[src/rtl/pcie_mwr_tlp_gen.sv]
// Memory Write TLP generator for one PCIe TX arbiter input port.
// Takes a DMA write command, pulls the payload from an FWFT FIFO and emits a
// single 3DW-header MWr TLP on a 64-bit AXI-Stream (7-series core format).
module pcie_mwr_tlp_gen #(
  parameter int unsigned C_DATA_WIDTH   = 64,
  parameter int unsigned KEEP_WIDTH     = C_DATA_WIDTH / 8,
  parameter int unsigned MAX_PAYLOAD_DW = 32
) (
  input  logic                    clk,
  input  logic                    sys_rst_n,
  input  logic [15:0]             requester_id,
  input  logic                    cmd_valid,
  output logic                    cmd_ready,
  input  logic [31:0]             cmd_addr,
  input  logic [9:0]              cmd_len,
  output logic                    cmd_err,
  input  logic [C_DATA_WIDTH-1:0] data_in,
  input  logic                    data_empty,
  output logic                    data_rd,
  output logic                    tx_req,
  input  logic                    tx_ack,
  input  logic                    s_axis_tx_tready,
  output logic [C_DATA_WIDTH-1:0] s_axis_tx_tdata,
  output logic [KEEP_WIDTH-1:0]   s_axis_tx_tkeep,
  output logic                    s_axis_tx_tlast,
  output logic                    s_axis_tx_tvalid,
  output logic                    tx_src_dsc,
  output logic                    tlp_done,
  output logic [31:0]             tlp_count
);

  typedef enum logic [2:0] {StIdle, StReq, StHdr, StD1, StData, StRel} state_e;

  localparam logic [10:0] MaxLen = 11'(MAX_PAYLOAD_DW);

  state_e      state_q, state_d;
  logic [29:0] addr_q;
  logic [9:0]  len_q;
  logic [9:0]  last_idx_q;   // index of the final beat (beats - 1)
  logic [9:0]  words_q;      // FIFO words to pop for this TLP
  logic        half_last_q;  // final beat carries only one DW
  logic [9:0]  beat_q;
  logic [31:0] hold_q;       // upper DW of the last popped FIFO word
  logic        cmd_err_q;
  logic [31:0] tlp_count_q;

  logic [10:0] len_ext;
  logic        len_ok;
  logic        cmd_fire;
  logic        is_last;
  logic        word_used;
  logic        beat_acc;
  logic [3:0]  last_be;
  logic [31:0] hdr_dw0;
  logic [31:0] hdr_dw1;
  logic        unused_addr_bits;

  // Byte address is DW aligned in the header; low bits carry no information.
  assign unused_addr_bits = ^cmd_addr[1:0];

  assign len_ext  = {1'b0, cmd_len};
  assign len_ok   = (cmd_len != 10'd0) && (len_ext <= MaxLen);
  assign cmd_fire = cmd_valid && cmd_ready;
  assign is_last  = (beat_q == last_idx_q);
  assign last_be  = (len_q > 10'd1) ? 4'hF : 4'h0;
  assign hdr_dw0  = {3'b010, 19'd0, len_q};
  assign hdr_dw1  = {requester_id, 8'h00, last_be, 4'hF};

  assign cmd_err    = cmd_err_q;
  assign tlp_count  = tlp_count_q;
  assign tx_src_dsc = 1'b0;

  // Next-state and AXI-Stream/arbiter outputs, all decoded from the current state.
  always_comb begin
    state_d          = state_q;
    cmd_ready        = 1'b0;
    tx_req           = 1'b0;
    s_axis_tx_tvalid = 1'b0;
    s_axis_tx_tdata  = '0;
    s_axis_tx_tkeep  = '0;
    s_axis_tx_tlast  = 1'b0;
    word_used        = 1'b0;
    unique case (state_q)
      StIdle: begin
        // Gate with reset so every output reads 0 while reset is held.
        cmd_ready = sys_rst_n;
        if (cmd_valid && sys_rst_n && len_ok) state_d = StReq;
      end
      StReq: begin
        tx_req = 1'b1;
        if (tx_ack) state_d = StHdr;
      end
      StHdr: begin
        tx_req           = 1'b1;
        s_axis_tx_tvalid = 1'b1;
        s_axis_tx_tdata  = {hdr_dw1, hdr_dw0};
        s_axis_tx_tkeep  = 8'hFF;
        if (s_axis_tx_tready) state_d = StD1;
      end
      StD1: begin
        tx_req           = 1'b1;
        word_used        = 1'b1;
        s_axis_tx_tvalid = ~data_empty;
        s_axis_tx_tdata  = {data_in[31:0], addr_q, 2'b00};
        s_axis_tx_tlast  = is_last;
        s_axis_tx_tkeep  = (is_last && half_last_q) ? 8'h0F : 8'hFF;
      end
      StData: begin
        tx_req           = 1'b1;
        // Beat n needs FIFO word n-1 only while n-1 < words.
        word_used        = (beat_q <= words_q);
        s_axis_tx_tvalid = word_used ? ~data_empty : 1'b1;
        s_axis_tx_tdata  = {(word_used ? data_in[31:0] : 32'h0), hold_q};
        s_axis_tx_tlast  = is_last;
        s_axis_tx_tkeep  = (is_last && half_last_q) ? 8'h0F : 8'hFF;
      end
      StRel: begin
        if (!tx_ack) state_d = StIdle;
      end
      default: state_d = StIdle;
    endcase

    beat_acc = s_axis_tx_tvalid && s_axis_tx_tready;
    if (beat_acc && (state_q == StD1 || state_q == StData)) begin
      state_d = is_last ? StRel : StData;
    end
    data_rd  = beat_acc && word_used;
    tlp_done = beat_acc && s_axis_tx_tlast;
  end

  // State register.
  always_ff @(posedge clk or negedge sys_rst_n) begin
    if (!sys_rst_n) state_q <= StIdle;
    else            state_q <= state_d;
  end

  // Command latch: address, length and derived beat/word counts.
  always_ff @(posedge clk or negedge sys_rst_n) begin
    if (!sys_rst_n) begin
      addr_q      <= '0;
      len_q       <= '0;
      last_idx_q  <= '0;
      words_q     <= '0;
      half_last_q <= 1'b0;
      cmd_err_q   <= 1'b0;
    end else begin
      cmd_err_q <= cmd_fire && !len_ok;
      if (cmd_fire && len_ok) begin
        addr_q      <= cmd_addr[31:2];
        len_q       <= cmd_len;
        last_idx_q  <= 10'((len_ext + 11'd2) >> 1);
        words_q     <= 10'((len_ext + 11'd1) >> 1);
        half_last_q <= ~cmd_len[0];
      end
    end
  end

  // Beat counter and upper-DW holding register for the DW shift.
  always_ff @(posedge clk or negedge sys_rst_n) begin
    if (!sys_rst_n) begin
      beat_q <= '0;
      hold_q <= '0;
    end else begin
      if (cmd_fire) beat_q <= '0;
      else if (beat_acc) beat_q <= beat_q + 10'd1;
      if (data_rd) hold_q <= data_in[63:32];
    end
  end

  // Completed TLP counter, wraps naturally.
  always_ff @(posedge clk or negedge sys_rst_n) begin
    if (!sys_rst_n)    tlp_count_q <= '0;
    else if (tlp_done) tlp_count_q <= tlp_count_q + 32'd1;
  end

endmodule

[config.mk]
export PLATFORM = sky130hd
export DESIGN_NAME = pcie_mwr_tlp_gen
export DESIGN_NICKNAME = d
export VERILOG_FILES = /design/src/rtl/pcie_mwr_tlp_gen.sv
export SDC_FILE = /design/constraint.sdc
export NUM_CORES = 1
export LEC_CHECK = 0
export BUFFER_PORTS_ARGS = -buffer_cell sky130_fd_sc_hd__buf_2
export CAP_MARGIN = 0
export CORE_ASPECT_RATIO = 0.5
export CORE_UTILIZATION = 30
export DETAILED_ROUTE_END_ITERATION = 10
export GPL_ROUTABILITY_DRIVEN = 0
export SLEW_MARGIN = 20
export SYNTH_ARGS = -nofsm -noshare
export SYNTH_HDL_FRONTEND = slang
export SYNTH_SLANG_ARGS = --single-unit
export TNS_END_PERCENT = 5
[constraint.sdc]
create_clock -name clk -period 7 [get_ports clk]
set_clock_uncertainty 0.2 [all_clocks]
set_input_delay 0 -clock clk [delete_from_list [all_inputs] [get_ports clk]]
set_output_delay 0 -clock clk [all_outputs]
set_load 0.01 [all_outputs]
# After elaboration in Yosys (flattened, before gate mapping)
# Cells that the tools add are included.
dict set report word_totals {
  regBits 139
  out_inout_bits 112
  wordCells 69
}
dict set report op_classes {
  addsub 4
  magnitude_cmp 3
  n_eq_ne 11
  n_mux 20
  bitwise_logic 2
  n_reduce_logical 19
}
# cell count
set ops {}
lappend ops {{case mux 64 bit (3 select lines)} 1}
lappend ops {{adder 32 x 1 -> 32 bit (second input constant)} 1}
lappend ops {{2-to-1 mux 32 bit} 1}
lappend ops {{2-to-1 mux 10 bit} 2}
lappend ops {{case mux 8 bit (2 select lines)} 1}
lappend ops {{2-to-1 mux 3 bit} 5}
lappend ops {{case mux 3 bit (5 select lines)} 1}
lappend ops {{inequality test 3 bit (second input constant)} 4}
lappend ops {{adder 10 x 1 -> 11 bit (second input constant)} 1}
lappend ops {{adder 10 x 2 -> 11 bit (second input constant)} 1}
lappend ops {{logical AND 1 bit} 11}
lappend ops {{adder 10 x 1 -> 10 bit (second input constant)} 1}
lappend ops {{equality test 10 bit} 1}
lappend ops {{> comparator 10 x 1 -> 1 bit (second input constant)} 1}
lappend ops {{<= comparator 10 bit} 1}
lappend ops {{<= comparator 10 x 6 -> 1 bit (second input constant)} 1}
lappend ops {{nonzero test 10 bit} 1}
lappend ops {{2-to-1 mux 8 bit} 1}
lappend ops {{equality test 3 x 2 -> 1 bit (second input constant)} 2}
lappend ops {{equality test 3 bit (second input constant)} 2}
lappend ops {{2-to-1 mux 1 bit} 5}
lappend ops {{AND reduction 5 bit} 1}
lappend ops {{2-to-1 mux 4 bit} 1}
lappend ops {{OR reduction 4 bit} 1}
lappend ops {{other kinds (10)} 11}

# Longest topological paths before layout
# Gate-level depths: netlist of run 1.
dict set report depth {
  depth_word 7
  ltp_mapped 10
}

# Worst setup path before layout of run 1
# OpenSTA, ideal clock, no wires.
dict set report synth_timing {
  path_type {flip-flop to flip-flop}
  from {reg beat_q[3]}
  to {reg hold_q[10]}
  setup_ps 125
  arrival_time_ps 2345
  setup_slack_ps 4330
  stages_incl_launch_ff 9
  period_less_slack_ps 2670
  path_cell_list {dfrtp_1 ha_1 a21o_1 a21o_1 a221o_1 a41o_1 o21ai_4 buf_6 mux2_4}
}
dict set report synth_via {
  elab_chain_cells 5
}
# item line
set synth_lines {}
lappend synth_lines {{from (decl)} 42} ;# logic [9:0] beat_q;
lappend synth_lines {{from (signal assigned)} 165} ;# else if (beat_acc) beat_q <= beat_q + 10'd1;
lappend synth_lines {{<= comparator 10 bit (*)} 111} ;# word_used = (beat_q <= words_q);
lappend synth_lines {{2-to-1 mux 1 bit} 112} ;# s_axis_tx_tvalid = word_used ? ~data_empty : 1'b1;
lappend synth_lines {{case mux 1 bit (3 select lines)} 83} ;# unique case (state_q)
lappend synth_lines {{logical AND 1 bit} 123} ;# beat_acc = s_axis_tx_tvalid && s_axis_tx_tready;
lappend synth_lines {{logical AND 1 bit (*)} 127} ;# data_rd = beat_acc && word_used;
lappend synth_lines {{to (signal assigned)} 166} ;# if (data_rd) hold_q <= data_in[63:32];
lappend synth_lines {{to (decl)} 43} ;# logic [31:0] hold_q;
# Mark *: on every way between the ends. The rest lies on a longest branch, timed or not.
# A chain may end at the register's enable or synchronous reset.

# Worst setup path after layout of run 1
dict set report layout_timing {
  from {reg state_q[2]}
  to {out data_rd}
}
dict set report layout_via {
  elab_chain_cells 4
}
# item line
set layout_lines {}
lappend layout_lines {{from (decl)} 36} ;# state_e state_q, state_d;
lappend layout_lines {{from (signal assigned)} 133} ;# if (!sys_rst_n) state_q <= StIdle;
lappend layout_lines {{from (signal assigned)} 134} ;# else state_q <= state_d;
lappend layout_lines {{equality test 3 bit or equality test 3 x 2 -> 1 bit (tied branches)} 83}
lappend layout_lines {{case mux 1 bit (3 select lines)} 83}
lappend layout_lines {{logical AND 1 bit} 123}
lappend layout_lines {{logical AND 1 bit (*)} 127}
lappend layout_lines {{to (decl)} 19} ;# output logic data_rd,
# Marks and branches as above.

==> results.cfg, run 1 <==
[route]
antenna_left = 0
drc = 0
via_per_inst = 4.74
num_vias = 6098
drt_iter0_drc = 302
wl_per_cell_um = 16.2
firstDrtPassIters = 4
wl_mm = 20.9

[grt]
grt_overflow_total = 0
grt_first_pass_wirelength_mm = 33.0
grt_pass1_vias = 6100
antenna_found_initial = 0
grt_max_degree = 69
track_usage = 0.168

[synth]
synth_top_area_cell = dfrtp_1
ys_seq_elements = 139
synthCells = 644
synthTopCellsByCount = dfrtp_1 (139), nand2_1 (47), a22o_1 (39), mux2_2 (38), xor2_1 (35)
synth_warnings = 0
synth_enable_flop_cells = 0
yosysTopAreaCellShare = 0.472
ys_top_cells_by_area = dfrtp_1 (47%), mux2_4 (5.9%), mux2_2 (5.8%)
ys_seq_area_frac = 0.472
ys.flop_type = dfrtp_1
avgSynthCellArea_um2 = 11.4
syn_nets = 788
synth.most_common_cell = dfrtp_1
synth_cell_types = 62
ys_async_sr_fraction = 1.00
netlist_area_um2 = 7370

[floorplanning]
io_pins = 240
die-area_um2 = 25200
die_h_um = 113
core.rowCount = 40
die_w_um = 224
initial_utilization = 0.306
core_area_um2 = 24100

[final_layout]
drive_above_1_share = 0.396
utilization = 0.423
final_area_um2 = 10200
area_growth_pct = 38.0
diodes = 0
nets = 1082

[sta]
drv_slew = 0
maxSlewHeadroom = 0.379
worstMarginPinSlew_ns = 0.923
rsz0062_at_grt = no
tns_ns = 0
max_freq_ghz = 0.259
layout_min_cycle_time_ns = 3.87
final.period_utilization = 0.552
finalHoldViolCount = 0
setup_ws_ns = 3.13
holdWs_ns = 0.0863
setup_violations = 0

[worst_setup_path]
critPathCaptureType = primary output
arrival_ns = 3.67
worstPathMaxFanout = 33
critPathKind = reg2out
startpoint_type = register
worstPathRequired_ns = 6.80

[clocking]
path_clk_slew_ns = 0.06
clockBufferDepth = 2
cts_max_level = 4
cts.sinks = 139
clockRootBuffer = clkbuf_16
clk_latency_ns = 0.44
numCtsBuffers = 17
cts_setup_buffers = 0
cts_tree = yes

[placement]
portBuffers = 236
dp_slack_ns = 3.34
dp_hpwl_mm = 13.9
placed_area_um2 = 8760

[run_status]
outcome = finished clean

[pwr]
ir_worst_vdd_mv = 0.188
p_leak_nw = 5.08
powerDensity_nw_per_um2 = 313

[hold_path]
worstHoldPathType = in2out

[flow_run]
cap_violations = 0
-- kinds of logic after synthesis --
group | synth area share
buffers and inverters | 0.0511
XOR/XNOR | 0.0594
flip-flops | 0.472
other | 0.000509
AO/OA/AOI/OAI | 0.123
AND/OR/NAND/NOR | 0.146
multiplexers | 0.121
adder cells (fa/ha/maj) | 0.0272
-- layer usage --
metal | GRT usage | vias up | routed length, um | share of wire
met3 | 0.0473 | 20 | 707 | 0.034
met2 | 0.275 | 123 | 10400 | 0.50
met5 | 0 | - | 0 | 0
met4 | 0.0479 | 0 | 243 | 0.012
li1 | - | 2890 | - | -
met1 | 0.219 | 3065 | 9550 | 0.46
-- critical path, stage by stage, from the launching register on --
cell	delay, ns
dfrtp_1	0.56
nor2b_1	0.76
and2_1	0.47
buf_4	0.38
a41o_1	0.34
o21ai_4	0.07
buf_4	0.32
inv_1	0.14
buf_2	0.15
-- sequential cells by signal, indices dropped and copies added (netlist names) --
name / cells
last_idx_q: 10
words_q: 10
hold_q: 32
state_q: 3
half_last_q: 1
addr_q: 30
cmd_err: 1
len_q: 10
beat_q: 10
tlp_count: 32
-- repair_timing --
| action | in CTS | in global routing |
|---|---|---|
| gates resized for setup | 0 | 0 |
| hold buffers | 79 | 0 |
| hold endpoints to repair | 162 | 0 |
-- through the flow --
| step | total power, mW | std cells |
|---|---|---|
| finish | 3.19 | 1287 |
| global route | 3.38 | 1287 |
| CTS | 3.22 | 1286 |
| detailed placement | 2.26 | 1175 |
| global placement | 2.23 | 1175 |
| floorplan | 1.91 | 644 |
-- placed cells by master (no fill, tap or decap), drive strengths merged, types with 8 or more instances in the layout --
cell / count
buf: 245
dfrtp: 139
ha: 16
nor2: 19
nand2: 47
a22o: 39
mux2: 68
o21ai: 26
nand4: 10
inv: 33
nor3: 8
nand3: 18
a21oi: 20
clkbuf: 17
a21o: 12
and2: 20
dlygate4sd3: 78
xor2: 35
nor4: 23
xnor2: 15
a22oi: 8
-- cell type report --
type	instances	area (um2)
Clock buffer	17	425
Clock inverter	15	151
Fill cell	2289	13900
Inverter	24	90.1
Multi-Input combinational cell	433	3530
Sequential cell	139	3480
Tap cell	336	420
Timing Repair Buffer	323	2080
-- final timing paths --
path                               start                  end  slack, ns  depth (start not counted)
min                           data_in[5]  s_axis_tx_tdata[37]       0.09                          3
max reg2reg                   state_q[2]            beat_q[5]       3.32                          7
min in group asynchronous      sys_rst_n        last_idx_q[8]       0.34                          3
max in group asynchronous      sys_rst_n           hold_q[29]       5.12                          4
min reg2reg                tlp_count[31]        tlp_count[31]       0.28                          1
max                           state_q[2]              data_rd       3.13                          8
-- where the power goes --
group	internal [mW]	leakage, nW	total [mW]	switching [mW]
registers	0.975	1.76	1.12	0.143
logic	0.552	3.05	1.17	0.623
clock network	0.500	0.275	0.896	0.395
total	2.03	5.08	3.19	1.16
Power figures use the tool's default switching activity.
==> run 2, diff against run 1 <==
- ABC_AREA: unset -> 1
- clock period: 7 -> 3.6 ns (I/O delays scaled with it)
==> run 2 against run 1 <==
Effect of this change:
- clock power up 75%
- power is 85% higher
- sequential power up 97%
- worst hold slack worse by 0.047 ns
- combinational power rose by 81%
- the flow now finishes with violations (DRC)
- sequential share of layout area decreased by 1.3 points
- die area is 4.9% higher
- utilization shrank 0.32 points
==> results.cfg, run 2 <==
[run_status]
outcome = finished, violations left
violations = DRC

[synth]
synth_cell_types = 38
netlist_area_um2 = 7740
ys_async_sr_fraction = 1.00
synth.most_common_cell = nand2_1
ys_top_cells_by_area = dfrtp_1 (45%), nand2_1 (21%), inv_1 (4.4%)
synth_enable_flop_cells = 0
synthTopCellsByCount = nand2_1 (441), dfrtp_1 (139), inv_1 (91), nor2_1 (70)
yosysTopAreaCellShare = 0.449
syn_nets = 1173
ys_seq_area_frac = 0.449
ys.flop_type = dfrtp_1
synth_warnings = 0
synth_top_area_cell = dfrtp_1
ys_seq_elements = 139
avgSynthCellArea_um2 = 7.52
synthCells = 1029

[sta]
setup_ws_ns = 0.373
drv_slew = 0
finalHoldViolCount = 0
layout_min_cycle_time_ns = 3.23
rsz0062_at_grt = no
setup_violations = 0
maxSlewHeadroom = 0.392
final.period_utilization = 0.896
worstMarginPinSlew_ns = 0.900
max_freq_ghz = 0.310
tns_ns = 0

[flow_run]
cap_violations = 0

[placement]
dp_slack_ns = 0.692
place_inst = 1575
dp_hpwl_mm = 16.2
portBuffers = 236

[clocking]
clk_latency_ns = 0.43
clockBufferDepth = 2
cts_tree = yes
path_clk_slew_ns = 0.06
cts.sinks = 139
clockRootBuffer = clkbuf_16
cts_setup_buffers = 0
numCtsBuffers = 17
cts_max_level = 4

[grt]
grt_first_pass_wirelength_mm = 37.5
grt_max_degree = 64
grt_pass1_vias = 7425
antenna_found_initial = 0
grt_overflow_total = 0
track_usage = 0.179

[pwr]
share_seq_of_total_power = 0.375
switching_power_mw = 2.23
switching_share = 0.379
ir_worst_vdd_mv = 0.365
p_clk_frac = 0.266
p_int_mw = 3.67
powerDensity_nw_per_um2 = 557
p_comb_frac = 0.359
p_leak_nw = 5.80

[worst_setup_path]
timing.rr.end = state_q[2]
cp_slowest_stage_delay_ns = 0.72
worstPathRequired_ns = 3.77
r2r_slack_ns = 0.40
critPathKind = in2reg
rr_worst_depth = 11
cp_cell_sequence = dlygate4sd3_1 > dlygate4sd3_1 > buf_6 > nand2_1 > inv_1 > nand4_1 > nor2_4 > buf_12 > nand2_1 > nand2_1 > dlygate4sd3_1
arrival_ns = 3.39
worstPathMaxFanout = 31
critPathCaptureType = register
startpoint_type = input port
rr_startpoint = beat_q[5]
critPathSlowestCell = nor2_4

[route]
via_per_inst = 4.62
wl_per_cell_um = 13.9
num_vias = 7807
drt_iter0_drc = 538
drc = 2
antenna_left = 0
firstDrtPassIters = 10
wl_mm = 23.5

[floorplanning]
die-area_um2 = 26500
core.rowCount = 41
io_pins = 240
die_w_um = 229
die_h_um = 116
core_area_um2 = 25200
initial_utilization = 0.307

[hold_path]
worstHoldPathType = in2reg
whs_endpoint = addr_q[1]
whs_path_depth = 7
min-delay-start = cmd_len[7]

[final_layout]
layout_commonest_cell = nand2_1
drive_above_1_share = 0.224
fin_cells = 1689
diodes = 0
area_growth_pct = 36.8
nets = 1479
layout_common_cells = nand2_1 (441), buf_2 (235), dfrtp_1 (139)
-- run 2: final cells by class --
| class | count | area [um2] |
|---|---|---|
| timing repair buffer | 331 | 2140 |
| multi-input combinational | 748 | 3660 |
| clock buffer | 19 | 443 |
| fill | 2599 | 14700 |
| clock inverter | 10 | 72.6 |
| tap | 344 | 430 |
| sequential | 139 | 3480 |
| inverter | 98 | 368 |
-- run 2: per-stage QoR --
step / util / power [mW] / cell area (um2) / hold slack, ns
after global placement: 0.365 / 4.21 / 9210 / -0.279
final: 0.419 / 5.90 / 10600 / 0.0388
after floorplan: - / 3.54 / 7740 / -0.496
after CTS: 0.419 / 5.95 / 10600 / 0.00236
after detailed placement: 0.365 / 4.27 / 9210 / -0.275
after global routing: 0.419 / 6.34 / 10600 / 0.0851
-- run 2: worst max-delay path by stage --
| stage | start | endpoint | slack (ns) |
|---|---|---|---|
| 2_1_floorplan | beat_q[9] | hold_q[10] | 1.44 |
| 3_3_place_gp | beat_q[6] | hold_q[23] | 0.72 |
| 3_5_place_dp | beat_q[8] | hold_q[15] | 0.69 |
| 4_1_cts | sys_rst_n | addr_q[0] | 0.39 |
| 5_1_grt | beat_q[7] | state_q[2] | 0.23 |
| 6_report | sys_rst_n | addr_q[28] | 0.37 |
-- run 2: power groups by stage --
| stage | sequential (mW) | combinational (mW) | clock [mW] |
|---|---|---|---|
| CTS | 2.21 | 2.13 | 1.61 |
| finish | 2.21 | 2.12 | 1.57 |
| global placement | 2.22 | 1.99 | 0 |
| floorplan | 2.14 | 1.40 | 0 |
| detailed placement | 2.23 | 2.04 | 0 |
| global route | 2.26 | 2.40 | 1.67 |
-- run 2: critical path, delay by kind of cell --
family / cells / cell delay (ns)
buffers and inverters: 6 / 2.14
and+or+nand+nor: 5 / 1.23
-- run 2: repair_timing --
action                    4_1_cts  5_1_grt
hold endpoints to repair      245        0
hold buffers                   85        0
gates resized for setup         0        0
-- run 2: logic make-up after synthesis --
logic type                 Yosys count  synth area share
and+or+nand+nor                    605             0.318
buffers and inverters              142            0.0795
DFF                                139             0.449
AOI/OAI and AO/OA                   81            0.0753
xor gates and xnor gates            45            0.0509
adders and majority gates           16            0.0259
other                                1          0.000485
-- run 2: layer usage --
metal  global-route usage  wire [um]  share of wire  vias to the layer above
li1                     -          -              -                     3844
met1                0.228      10400           0.44                     3660
met2                0.298      11400           0.48                      262
met3               0.0411       1260          0.054                       41
met4               0.0680        478          0.020                        0
met5                    0          0              0                        -
